### config.mk
export PLATFORM = sky130hd
export DESIGN_NAME = inst_mem_loader
export DESIGN_NICKNAME = d
export VERILOG_FILES = /design/src/rtl/inst_loader_pkg.sv /design/src/rtl/byte_word_packer.sv /design/src/rtl/inst_mem_loader.sv
export SDC_FILE = /design/constraint.sdc
export NUM_CORES = 1
export LEC_CHECK = 0
export ABC_CLOCK_PERIOD_IN_PS = 2500
export BUFFER_PORTS_ARGS = -buffer_cell sky130_fd_sc_hd__buf_2
export CAP_MARGIN = 20
export CORE_UTILIZATION = 55
export CTS_BUF_LIST = sky130_fd_sc_hd__clkbuf_8 sky130_fd_sc_hd__clkbuf_16
export CTS_CLUSTER_DIAMETER = 80
export CTS_CLUSTER_SIZE = 30
export DETAILED_ROUTE_END_ITERATION = 12
export PLACE_DENSITY = 0.78
export SYNTH_ARGS = -nofsm -noshare
export SYNTH_HDL_FRONTEND = slang
export SYNTH_SLANG_ARGS = --single-unit
### constraint.sdc
create_clock -name CLK -period 2.5 [get_ports CLK]
set_input_delay 0.25 -clock CLK [delete_from_list [all_inputs] [get_ports CLK]]
set_output_delay 0.25 -clock CLK [all_outputs]
set_load 0.02 [all_outputs]
### src/rtl/inst_loader_pkg.sv
// Shared definitions for the instruction memory loader.
// Contents:
//   state_t     - loader FSM states
//   WORD_BYTES  - bytes per instruction word
//   LEN_BYTES   - bytes in the length header that precedes the image
package inst_loader_pkg;

  typedef enum logic [2:0] {
    IDLE   = 3'd0,
    LEN_LO = 3'd1,
    LEN_HI = 3'd2,
    DATA   = 3'd3,
    FLUSH  = 3'd4,
    DONE   = 3'd5,
    ERR    = 3'd6
  } state_t;

  localparam int WORD_BYTES = 4;
  localparam int LEN_BYTES  = 2;

endpackage

### src/rtl/byte_word_packer.sv
// Packs little-endian bytes into 32-bit words.
// Ports:
//   CLK, RST      clock, synchronous active-high reset
//   i_clr         synchronous clear of byte counter and partial word
//   i_byte_valid  a byte is accepted this cycle
//   i_byte        the byte
//   o_word_valid  combinational: high on the cycle the 4th byte is accepted
//   o_word        assembled word (valid with o_word_valid)
module byte_word_packer
  import inst_loader_pkg::*;
(
  input  logic        CLK,
  input  logic        RST,
  input  logic        i_clr,
  input  logic        i_byte_valid,
  input  logic [7:0]  i_byte,
  output logic        o_word_valid,
  output logic [31:0] o_word
);

  logic [1:0]  r_cnt;
  logic [23:0] r_shift;

  // Bytes enter at the top and shift down, so after three bytes the first
  // one sits in the lowest lane; the fourth byte completes the top lane.
  always_ff @(posedge CLK) begin
    if (RST || i_clr) begin
      r_cnt   <= 2'd0;
      r_shift <= 24'd0;
    end else if (i_byte_valid) begin
      r_cnt   <= r_cnt + 2'd1;
      r_shift <= {i_byte, r_shift[23:8]};
    end
  end

  assign o_word_valid = i_byte_valid && (r_cnt == 2'(WORD_BYTES - 1));
  assign o_word       = {i_byte, r_shift};

endmodule

### src/rtl/inst_mem_loader.sv
// Instruction memory loader: receives a length-prefixed byte stream, writes
// 32-bit words to instruction memory at byte addresses 0, 4, 8, ... and holds
// the CPU in reset until the whole image is written.
// Ports:
//   CLK, RST             clock, synchronous active-high reset
//   start                pulse; begins a load from IDLE or DONE
//   byte_valid/byte_data stream input, accepted when byte_ready is high
//   byte_ready           loader accepts a byte this cycle
//   mem_we/mem_waddr/mem_wdata  registered one-cycle word write
//   cpu_rst              high holds the CPU in reset
//   done                 image fully written
//   err                  length exceeded DEPTH_WORDS (sticky until RST)
module inst_mem_loader
  import inst_loader_pkg::*;
#(
  parameter int DEPTH_WORDS = 64,
  parameter int ADDR_W      = 32
) (
  input  logic              CLK,
  input  logic              RST,
  input  logic              start,
  input  logic              byte_valid,
  input  logic [7:0]        byte_data,
  output logic              byte_ready,
  output logic              mem_we,
  output logic [ADDR_W-1:0] mem_waddr,
  output logic [31:0]       mem_wdata,
  output logic              cpu_rst,
  output logic              done,
  output logic              err
);

  state_t             r_state;
  state_t             w_state_next;
  logic [15:0]        r_len;
  logic [15:0]        r_word_idx;
  logic               r_mem_we;
  logic [ADDR_W-1:0]  r_mem_waddr;
  logic [31:0]        r_mem_wdata;

  logic               w_accept;
  logic               w_load_start;
  logic [15:0]        w_len_full;
  logic               w_pack_valid;
  logic               w_word_valid;
  logic [31:0]        w_word;

  assign w_accept     = byte_valid && byte_ready;
  assign w_load_start = start && (r_state == IDLE || r_state == DONE);
  assign w_pack_valid = w_accept && (r_state == DATA);
  // Full length as it will be once the high byte currently on the bus lands.
  assign w_len_full   = {byte_data, r_len[7:0]};

  byte_word_packer u_packer (
    .CLK          (CLK),
    .RST          (RST),
    .i_clr        (w_load_start),
    .i_byte_valid (w_pack_valid),
    .i_byte       (byte_data),
    .o_word_valid (w_word_valid),
    .o_word       (w_word)
  );

  always_ff @(posedge CLK) begin
    if (RST) begin
      r_state <= IDLE;
    end else begin
      r_state <= w_state_next;
    end
  end

  always_comb begin
    w_state_next = r_state;
    byte_ready   = 1'b0;
    cpu_rst      = 1'b1;
    done         = 1'b0;
    err          = 1'b0;
    unique case (r_state)
      IDLE: begin
        if (start) w_state_next = LEN_LO;
      end
      LEN_LO: begin
        byte_ready = 1'b1;
        if (byte_valid) w_state_next = LEN_HI;
      end
      LEN_HI: begin
        byte_ready = 1'b1;
        if (byte_valid) begin
          if (w_len_full == 16'd0)
            w_state_next = DONE;
          else if (w_len_full > 16'(DEPTH_WORDS))
            w_state_next = ERR;
          else
            w_state_next = DATA;
        end
      end
      DATA: begin
        byte_ready = 1'b1;
        if (w_word_valid && (r_word_idx == r_len - 16'd1))
          w_state_next = FLUSH;
      end
      FLUSH: begin
        w_state_next = DONE;
      end
      DONE: begin
        done    = 1'b1;
        cpu_rst = 1'b0;
        if (start) w_state_next = LEN_LO;
      end
      ERR: begin
        err = 1'b1;
      end
      default: begin
        w_state_next = IDLE;
      end
    endcase
  end

  // Write port is registered so the stream never stalls on a word boundary;
  // address/data hold their last values between strobes.
  always_ff @(posedge CLK) begin
    if (RST) begin
      r_len       <= 16'd0;
      r_word_idx  <= 16'd0;
      r_mem_we    <= 1'b0;
      r_mem_waddr <= '0;
      r_mem_wdata <= 32'd0;
    end else begin
      r_mem_we <= w_word_valid;
      if (r_state == LEN_LO && w_accept) r_len[7:0]  <= byte_data;
      if (r_state == LEN_HI && w_accept) r_len[15:8] <= byte_data;
      if (w_load_start) begin
        r_word_idx <= 16'd0;
      end else if (w_word_valid) begin
        r_word_idx  <= r_word_idx + 16'd1;
        r_mem_waddr <= ADDR_W'({r_word_idx, 2'b00});
        r_mem_wdata <= w_word;
      end
    end
  end

  assign mem_we    = r_mem_we;
  assign mem_waddr = r_mem_waddr;
  assign mem_wdata = r_mem_wdata;

endmodule

Yosys cells after proc, flatten, opt, wreduce, memory -nomap -nowiden
Index checks and enable logic that the tools add are counted.

Flip-flop bits (word level): 110. Output and inout port bits: 69. Word-level logic and storage cells: 54.

$add $sub $neg: 3. $lt $le $gt $ge: 1. Eq/ne operators: 12. Mux-type cells: 11. Bitwise operators: 2. Reductions and logical operators: 16.

Operator list (number): $mux 3 (6); $pmux 3 s6 (1); $add 16x1->16 const B (1); $eq 16x16->1 (1); $gt 16x7->1 const B (1); $logic_not 16->1 (1); $sub 16x1->16 const B (1); $eq 3x3->1 const B (3); $logic_and 1x1->1 (7); $eq 3x2->1 const B (2); $reduce_and 5->1 (1); $mux 1 (4); $ne 2x1->1 const B (2); $ne 2x2->1 const B (2); $reduce_or 2->1 (2); $eq 3x1->1 const B (1); $logic_not 3->1 (1); $reduce_or 3->1 (1); $add 2x1->2 const B (1); $eq 2x2->1 const B (1); $logic_or 1x1->1 (2); $not 1->1 (2); $reduce_and 2->1 (1).

Logic depth before layout (Yosys ltp)
Depth after elaboration: 9. Gate-level depth with buffers: 10.

By module
From an unflattened synthesis, not the netlist that was laid out.

Cell total of the unflattened synthesis: 589. Area total of the unflattened synthesis: 4929.7 sq um.

Modules (own cells, without submodules): inst_mem_loader (times used 1, cells each 494, area each 3890.0 sq um, sequential area each 1681.6 sq um); byte_word_packer (times used 1, cells each 95, area each 1039.7 sq um, sequential area each 520.5 sq um).

Worst setup path before layout
Ideal clock, no wire load.

Path type: register -> register. Start: reg r_len[0]. End: reg r_state[0]. Setup time: 0.086 ns. Data arrival time: 1.947 ns. Slack: 0.466 ns. Stages on the path, launching flop included: 11. Path buffers: 1. Path through: dfxtp_1 > inv_1 > ha_1 > clkbuf_1 > nand2b_1 > a21oi_1 > a31oi_1 > a21oi_1 > nor4_2 > a31o_2 > a221oi_2.

Word-level cells in the longest chain between the ends: 5.

RTL lines: start: declaration (line inst_mem_loader.sv:35) `logic [15:0] r_len;`; start signal: assignment (line inst_mem_loader.sv:130) `if (r_state == LEN_LO && w_accept) r_len[7:0] <= byte_data;`; $sub 16x1->16 / $gt 16x7->1 (equally long branches) (line inst_mem_loader.sv:99, inst_mem_loader.sv:91); $eq 16x16->1 / $mux 3 (equally long branches) (line inst_mem_loader.sv:99, inst_mem_loader.sv:91); $logic_and 1x1->1 / $mux 3 (equally long branches) (line inst_mem_loader.sv:99, inst_mem_loader.sv:89); $ne 2x1->1 (no line) / $mux 3 (equally long branches); $reduce_and 5->1 (no line) / $pmux 3 s6 (equally long branches); end signal: assignment (line inst_mem_loader.sv:68) `r_state <= w_state_next;`; end: declaration (line inst_mem_loader.sv:33) `state_t r_state;`.

Several ways; a longest one is shown, not always the timed one. The select of a mux whose other input is x is not followed. A chain may end at the register's enable or synchronous reset.

Worst setup path after layout
Same ends and word-level chain as after synthesis.

==> results.py <==
metrics = {
    "outcome": {
        "outcome": "finished, final reports clean",
    },
    "setup_path": {
        "timing.critical_path.fanout_max": 10,
        "critPathKind": "reg -> reg",
        "cp_data_required_time_ps": 2780,
        "critical_path.startpoint_type": "register",
        "worstSetupEndpointType": "register",
        "critPathArrivalTime_ps": 2550,
        "ff2ff_setup_slack_ps": 230,
    },
    "final_layout": {
        "area_growth_pct": 10.7,
        "drive_above_1_share": 0.162,
        "finalCoreUtilization": 0.641,
        "layoutNonFillerInstCount": 766,
        "antenna_cells": 0,
        "finish.net_count": 672,
    },
    "clock_tree": {
        "root_driver": "clkbuf_8",
        "cts_setup_buffers": 0,
        "cts_max_path_buffers": 2,
        "holdBufCountCts": 0,
        "cts_inserted_buffers": 9,
        "clock_latency_on_the_worst_skew_pair_ps": 380,
        "cts_htree_levels": 3,
        "cts_tree": "built",
        "clkTransAtPathRegs_ps": 120,
        "tritoncts_num_sinks": 110,
        "cts_resized": 0,
    },
    "grt": {
        "first_global_vias": 3591,
        "grt_first_pass_wirelength_um": 17200,
        "grt-ovfl-total": 0,
        "antenna_found_initial": 0,
        "overall_global_routing_usage": 0.242,
        "grt_start_max_net_pins": 70,
    },
    "floorplan": {
        "ios": 81,
        "dieHeight_um": 96.0,
        "initial_core_utilization": 0.579,
        "floorplan.die.width_um": 96.0,
        "placementRows": 33,
        "floorplan.die_area_um2": 9210,
        "placeableCoreArea_um2": 8380,
    },
    "timing": {
        "drv_slew": 0,
        "tightest_hold_margin_ps": 146,
        "max_slew_margin": 0.468,
        "time_the_final_worst_path_needs_with_i_o_delays_and_setup_ps": 2270,
        "timing.final.ws_setup_ps": 232,
        "timing_worst_slew_pin_value_ps": 798,
        "finalSetupTns_ps": 0,
        "clock-skew-final_ps": 23.0,
        "fin_crit_sh": 0.907,
        "rsz0062_at_grt": "no",
        "timing.final.setup_violations": 0,
        "fmax_mhz": 441,
        "hold_viol": 0,
    },
    "yosys": {
        "postSynthAreaPerCell_um2": 7.90,
        "yosys.area.top_type_share": 0.453,
        "synth-main-ff-cell": "dfxtp_1",
        "synthCells": 615,
        "synth-seq-cells": 110,
        "yosysMostFrequentCell": "nand2_1",
        "post_synth_num_cell_types": 50,
        "synthesis.area_um2": 4860,
        "ys_async_sr_fraction": 0,
        "synth_seq_area_share": 0.453,
        "yosys-top-cells-count": "nand2_1, dfxtp_1, a21oi_1",
        "post_synth_edffs": 0,
        "synth_warnings": 0,
        "post-synth-top-area-cell": "dfxtp_1",
        "synthTopCellsByArea": "dfxtp_1, nand2_1, a21oi_1",
    },
    "drt": {
        "initial_drc_count": 246,
        "finalWirelength_um": 10500,
        "remaining_drc_errors": 0,
        "vias": 4185,
        "wl_cell_um": 13.7,
        "routed_via_density": 5.46,
        "firstDrtPassIters": 4,
        "antenna_nets_post_route": 0,
    },
    "power_and_ir_drop": {
        "total_power_per_unit_cell_area_nw_per_um2": 754,
        "largest_vdd_supply_drop_uv": 448,
        "power_leakage_nw": 2.03,
    },
    "placement": {
        "dp_hpwl_um": 7280,
        "gp_congestion": 0.914,
        "io_buf_count": 64,
        "placement.setup.worst_slack_ps": 305,
        "placedCellCount": 750,
    },
    "job": {
        "max-cap-violations": 0,
    },
    "worst_hold_path": {
        "holdCritPathClass": "in -> reg",
    },
}
==> cells in the final DEF (no fill, tap or decap), drive strengths merged, types with 6 or more instances in the layout <==
cell type | Yosys | routed
nor3 | 10 | 10
nand4 | 7 | 7
dfxtp | 110 | 110
nand3 | 12 | 12
xnor2 | 19 | 19
buf | 23 | 72
o21ai | 6 | 6
mux2i | 10 | 10
nor2 | 42 | 42
inv | 7 | 10
nand2b | 8 | 8
nor4 | 8 | 8
conb | 1 | 16
clkbuf | 34 | 9
a21oi | 89 | 89
nand2 | 177 | 177
xor2 | 16 | 16
==> per-stage QoR <==
stage | power [mW] | cell area [µm²]
after floorplan | 2.75 | 4910
after global placement | 2.90 | 5150
after detailed placement | 2.92 | 5150
after CTS | 4.06 | 5380
after global routing | 4.24 | 5380
final | 4.05 | 5380
==> metal layers <==
metal  global-route usage  part of all wire
met2                0.369              0.45
met3               0.0482             0.060
met5                    0                 0
met1                0.344              0.47
met4               0.0759             0.013
==> registers in the layout, summed over array words and instances (netlist names) <==
signal	cells
mem_waddr	16
mem_wdata	32
mem_we	1
r_len	16
r_state	3
r_word_idx	16
u_packer.r_cnt	2
u_packer.r_shift	24
==> worst max-delay path: stages, from the launching register on <==
cell and delay [ps]:
dfxtp_1 490, inv_1 110, ha_1 330, nand2b_1 210, a21oi_1 150, a31oi_1 60, a21oi_1 210, nor4_2 80
a31o_2 280, a221oi_2 250
==> report_power, final <==
part	switching (mW)	internal [mW]	total, mW	leakage (nW)
sequential	0.109	1.81	1.92	0.887
clock	0.662	0.496	1.16	0.112
combinational	0.584	0.393	0.976	1.03
total	1.35	2.70	4.05	2.03
==> logic make-up after synthesis <==
kind of cell / count (synthesis) / share of synthesized area
flops: 110 / 0.453
compound gates: 113 / 0.130
other cells: 1 / 0.000772
xor+xnor: 35 / 0.0631
buf+inv: 64 / 0.0644
fa+ha+maj: 4 / 0.0103
mux: 10 / 0.0214
simple gates: 278 / 0.257
==> cell type report <==
class | instances | area [µm²]
clock buffers | 9 | 124
clock inverters | 7 | 100
fillers | 738 | 3010
inverters | 7 | 26.3
multi-input cells | 456 | 2400
flip-flops and latches | 110 | 2200
well taps | 105 | 131
repair buffers | 72 | 393
==> final timing paths <==
| check | startpoint | to | depth (start not counted) |
|---|---|---|---|
| min reg2reg | mem_wdata[2]$_SDFFE_PP0P_ | mem_wdata[2]$_SDFFE_PP0P_ | 2 |
| max reg2reg | r_len[0]$_SDFFE_PP0P_ | r_state[0]$_SDFFE_PP0P_ | 9 |
| max | r_len[0]$_SDFFE_PP0P_ | r_state[0]$_SDFFE_PP0P_ | 9 |
| min | byte_data[4] | u_packer.r_shift[20]$_SDFFE_PP0P_ | 3 |
(Power assumes the default switching activity.)
